**config.mk**
```make
export PLATFORM = sky130hd
export DESIGN_NAME = mem_copy_engine
export DESIGN_NICKNAME = d
export VERILOG_FILES = /design/src/rtl/mem_copy_engine.sv
export SDC_FILE = /design/constraint.sdc
export NUM_CORES = 1
export LEC_CHECK = 0
export BUFFER_PORTS_ARGS = -buffer_cell sky130_fd_sc_hd__buf_4
export CORE_ASPECT_RATIO = 1.75
export CORE_UTILIZATION = 55
export CTS_CLUSTER_DIAMETER = 60
export DETAILED_ROUTE_END_ITERATION = 6
export GPL_TIMING_DRIVEN = 0
export PLACE_DENSITY = 0.79
export SETUP_SLACK_MARGIN = 0.2
export SKIP_CTS_REPAIR_TIMING = 1
export SLEW_MARGIN = 20
export SYNTH_ARGS = -nofsm -noshare
export SYNTH_HDL_FRONTEND = slang
export SYNTH_SLANG_ARGS = --single-unit
```
**constraint.sdc**
```tcl
create_clock -name clock -period 2.9 [get_ports clock]
set_input_delay 0.58 -clock clock [delete_from_list [all_inputs] [get_ports clock]]
set_output_delay 0.58 -clock clock [all_outputs]
set_load 0.01 [all_outputs]
```
**src/rtl/mem_copy_engine.sv**
```systemverilog
// Word-by-word RAM copy/fill engine driving a single-port RAM.
// Copy alternates READ/WRITE per word; fill issues one WRITE per word.
module mem_copy_engine #(
    parameter int DATA_WIDTH = 16,
    parameter int ADDR_SPACE = 16
) (
    input  logic                  clock,
    input  logic                  reset_n,
    input  logic                  start,
    input  logic                  mode,
    input  logic [ADDR_SPACE-1:0] src_addr,
    input  logic [ADDR_SPACE-1:0] dst_addr,
    input  logic [ADDR_SPACE-1:0] length,
    input  logic [DATA_WIDTH-1:0] fill_value,
    output logic                  busy,
    output logic                  done,
    output logic [ADDR_SPACE-1:0] mem_address,
    output logic [DATA_WIDTH-1:0] mem_data,
    output logic                  mem_wren,
    input  logic [DATA_WIDTH-1:0] mem_q
);

    typedef enum logic [1:0] {
        IDLE,
        READ,
        WRITE,
        DONE
    } state_t;

    localparam logic [ADDR_SPACE-1:0] ONE = 1;

    state_t                state_q, state_d;
    logic [ADDR_SPACE-1:0] src_q, src_d;
    logic [ADDR_SPACE-1:0] dst_q, dst_d;
    logic [ADDR_SPACE-1:0] rem_q, rem_d;
    logic                  mode_q, mode_d;
    logic [DATA_WIDTH-1:0] fill_q, fill_d;
    logic [DATA_WIDTH-1:0] hold_q, hold_d;
    logic                  busy_q, busy_d;
    logic                  done_q, done_d;
    logic                  wren_q, wren_d;
    logic [ADDR_SPACE-1:0] addr_q, addr_d;
    logic [DATA_WIDTH-1:0] data_q, data_d;

    always_comb begin
        state_d = state_q;
        src_d   = src_q;
        dst_d   = dst_q;
        rem_d   = rem_q;
        mode_d  = mode_q;
        fill_d  = fill_q;
        hold_d  = hold_q;

        unique case (state_q)
            IDLE: begin
                if (start) begin
                    src_d  = src_addr;
                    dst_d  = dst_addr;
                    rem_d  = length;
                    mode_d = mode;
                    fill_d = fill_value;
                    if (length == '0) begin
                        state_d = DONE;
                    end else if (mode) begin
                        state_d = WRITE;
                    end else begin
                        state_d = READ;
                    end
                end
            end
            READ: begin
                hold_d  = mem_q;
                state_d = WRITE;
            end
            WRITE: begin
                src_d = src_q + ONE;
                dst_d = dst_q + ONE;
                rem_d = rem_q - ONE;
                if (rem_q == ONE) begin
                    state_d = DONE;
                end else if (mode_q) begin
                    state_d = WRITE;
                end else begin
                    state_d = READ;
                end
            end
            DONE: begin
                state_d = IDLE;
            end
            default: begin
                state_d = IDLE;
            end
        endcase

        // Outputs are registered, so derive them from the next state.
        busy_d = (state_d == READ) || (state_d == WRITE);
        done_d = (state_d == DONE);
        wren_d = (state_d == WRITE);
        addr_d = '0;
        data_d = '0;
        if (state_d == READ) begin
            addr_d = src_d;
        end
        if (state_d == WRITE) begin
            addr_d = dst_d;
            data_d = mode_d ? fill_d : hold_d;
        end
    end

    always_ff @(posedge clock or negedge reset_n) begin
        if (!reset_n) begin
            state_q <= IDLE;
            src_q   <= '0;
            dst_q   <= '0;
            rem_q   <= '0;
            mode_q  <= 1'b0;
            fill_q  <= '0;
            hold_q  <= '0;
            busy_q  <= 1'b0;
            done_q  <= 1'b0;
            wren_q  <= 1'b0;
            addr_q  <= '0;
            data_q  <= '0;
        end else begin
            state_q <= state_d;
            src_q   <= src_d;
            dst_q   <= dst_d;
            rem_q   <= rem_d;
            mode_q  <= mode_d;
            fill_q  <= fill_d;
            hold_q  <= hold_d;
            busy_q  <= busy_d;
            done_q  <= done_d;
            wren_q  <= wren_d;
            addr_q  <= addr_d;
            data_q  <= data_d;
        end
    end

    assign busy        = busy_q;
    assign done        = done_q;
    assign mem_wren    = wren_q;
    assign mem_address = addr_q;
    assign mem_data    = data_q;

endmodule

```
==> key figures <==
Global route
  – Global router's overall resource usage: roughly a third
  – Vias in the first global route: between 5,000 and 6,000
  – Initial antenna violation count: 0
  – GRT Residual Overflow: 0
  – Largest net degree at the start of global routing: 67
  – First-pass GRT wire length: about 27,000 um

Power and ir drop
  – Static Leak: between 3 and 4 nW
  – Power per cell area: roughly 1200 nW/um^2
  – Max VDD drop: ~0.76 mV

Timing
  – TNS Setup: 0 ns
  – Final min period: 2.55 ns
  – FMAX: roughly 0.39 GHz
  – Max Clock Skew: just under 0.007 ns
  – Final hold slack: 0.123 ns
  – Setup Viol. Count Final: 0
  – Worst Tran Pin Value: around 1.0 ns
  – Fin. max-slew vios: 0
  – Hold Vio Cnt, Final: 0
  – Slew margin rel.: around 31%
  – RSZ-0062 raised after global routing: false
  – Tcrit/Tclk final: between 80% and 90%

CTS
  – # clock sinks: 118
  – Clk Latency, worst-skew pair: between 0.4 and 0.5 ns
  – Clock slew at the register clock pins of the worst setup and hold paths: about 0.050 ns
  – Clock buffer depth: 2
  – Htree depth: 4
  – CTS tree: done
  – Total CTS buffers: 17
  – Clock Root Buffer: clkbuf_16

Run status
  – Failing checks: design-rule violations
  – Status: finished, violations left

Route
  – DRC: 2
  – Vias post-DR: approximately 5,300
  – Vias per inst: roughly 6.5
  – Detail Route Antenna Nets: 0
  – Violation count after the first detailed-route iteration: between 600 and 700
  – Post-Route WL: ~17,000 um
  – Wire length per cell: approximately 21 um
  – 1st-pass router iterations: 7

Synth
  – Sequential area share after synthesis: around half
  – Top cell type's share of synthesized area: about half
  – Syn_nets: approximately 630
  – Synth cell types: a little over 60
  – Number of synthesized flops with an enable pin: 0
  – Cell area after synthesis: approximately 5700 um^2
  – Ys Warns: 0
  – Most used DFF post-synth: dfrtp_1
  – Syn_area_per_cell: ~11 um^2
  – Dominant cell type by area after synthesis: dfrtp_1
  – Yosys reg bits: around 120
  – Dominant cells by area after synthesis: dfrtp_1 (52%), mux2_2 (6.3%), a21oi_1 (4.0%)
  – Ys async rst share: 100%
  – Synth Instances: ~540

Cells and area
  – Inserted Diodes: 0
  – Area growth, synth to finish: 28.5%
  – Area taken by multi-input logic gates: about 2500 um^2
  – Reg area: a little under 3000 um^2
  – Nets: approximately 760
  – Layout cells sized above 1: a little under a third
  – # fillers: approximately 770

Critical path
  – CP Class: register to register
  – Endpoint class of the critical path: register
  – Crit start category: register
  – Worst R2R Setup Slack: 0.35 ns
  – Critical path arrival: around 2.9 ns
  – Worst EP required: between 3 and 4 ns
  – Crit-path max FO: 7

Floorplanning
  – Initial Utilization: 57.0%
  – Die area: between 10,000 and 15,000 um^2
  – Die height: 136 um
  – Core Area: 9970 um^2
  – Ports: 119
  – Placement row count: 48
  – Die width: between 70 and 80 um

Place
  – HPWL Detailed: approximately 12,000 um
  – Gpl congestion: about 0.92
  – Port buffer count: roughly 120

Job
  – MaxCap Viol Count: 0

Worst hold path
  – Hold Path Class: input port to asynchronous set/reset pin
[cell type report]
type                            instances  share of cell area (%)
Buffer                                 35                    2.45
Clock buffer                           20                    5.98
Clock inverter                         12                    1.46
Inverter                                9                   0.531
Multi-Input combinational cell        376                    34.4
Sequential cell                       118                    40.5
Tap cell                              125                    2.14
Timing Repair Buffer                  119                    12.6
[sequential cells by signal (all words and copies together), names as in the netlist]
name         flops
hold_q          16
state_q          2
dst_q           16
mem_data        16
fill_q          16
busy             1
mode_q           1
src_q           16
rem_q           16
mem_wren         1
done             1
mem_address     16
[cell families after synthesis]
logic type | count (synthesis) | synth area share (%)
AND/OR/NAND/NOR | 166 | 15.2
buffers and inverters | 44 | 3.83
multiplexers | 50 | 9.51
flip-flops | 118 | 52.0
AO/OA/AOI/OAI | 156 | 18.7
adder cells (fa/ha/maj) | 4 | 0.881
[stage by stage]
| step | cell area (um^2) | instances | setup WS (ns) | util, % | power (W) |
|---|---|---|---|---|---|
| CTS | 7300 | 814 | 0.437 | 73.2 | 0.00882 |
| finish | 7300 | 814 | 0.349 | 73.2 | 0.00885 |
| detailed placement | 6760 | 782 | 0.155 | 67.8 | 0.00687 |
| global placement | 6720 | 781 | 0.144 | 67.4 | 0.00667 |
| floorplan | 5680 | 538 | 0.837 | - | 0.00549 |
| global route | 7300 | 814 | 0.240 | 73.2 | 0.00932 |
[cell usage in the layout, fill, tap and decap left out, types with 4 or more instances in the layout]
master / synthesis / final
a311oi_1: 6 / 6
nand2_1: 32 / 32
a22o_1: 15 / 15
clkinvlp_4: 0 / 4
dfrtp_1: 118 / 118
ha_1: 4 / 4
buf_4: 1 / 118
o22a_1: 7 / 7
clkbuf_16: 0 / 17
buf_2: 15 / 15
nand3_1: 30 / 30
inv_1: 6 / 6
and3_1: 9 / 9
nor2_1: 42 / 42
nor3_1: 11 / 11
mux2i_1: 18 / 18
a31oi_1: 4 / 4
nand2b_1: 5 / 5
clkbuf_1: 16 / 19
clkinv_2: 0 / 4
a21oi_1: 45 / 45
o21ai_0: 25 / 25
and4_1: 7 / 7
a22oi_1: 6 / 6
mux2_2: 32 / 32
nor3b_1: 5 / 5
o22ai_1: 16 / 16
nor4_1: 4 / 4
[final timing paths]
kind                            start         endpoint  depth (start not counted)
max                          src_q[0]  mem_address[14]                          6
max in group asynchronous     reset_n       fill_q[10]                          2
min in group clock         length[11]        rem_q[11]                          3
min                           reset_n   mem_address[5]                          1
max reg2reg                  src_q[0]  mem_address[14]                          6
min reg2reg                 fill_q[0]        fill_q[0]                          1
[power by group]
| part | switching (W) | internal (W) |
|---|---|---|
| registers | 0.000482 | 0.00243 |
| logic | 0.00234 | 0.00170 |
| clock network | 0.000736 | 0.00117 |
[synth_stat cells (5+ instances only)]
cell / instances
a21oi_1: 45
nand2_1: 32
and4_1: 7
a22o_1: 15
nor3b_1: 5
a22oi_1: 6
buf_2: 15
nand3_1: 30
nor3_1: 11
a311oi_1: 6
o21ai_0: 25
mux2_2: 32
nor2_1: 42
and3_1: 9
clkbuf_1: 16
o22a_1: 7
mux2i_1: 18
o22ai_1: 16
dfrtp_1: 118
nand2b_1: 5
inv_1: 6
[metal layers]
layer,track usage (%),wire [um]
met1,35.7,5850
met2,57.7,9010
met3,8.59,1360
met4,21.2,780
met5,0,0
[worst max-delay path, stage by stage, from the launching register on]
cell      delay (ns)
dfrtp_1         0.43
ha_1            0.22
nand3_1         0.22
nor3_1          0.73
a311oi_1        0.21
a211oi_1        0.47
a22o_1          0.20
(Power assumes the default switching activity.)
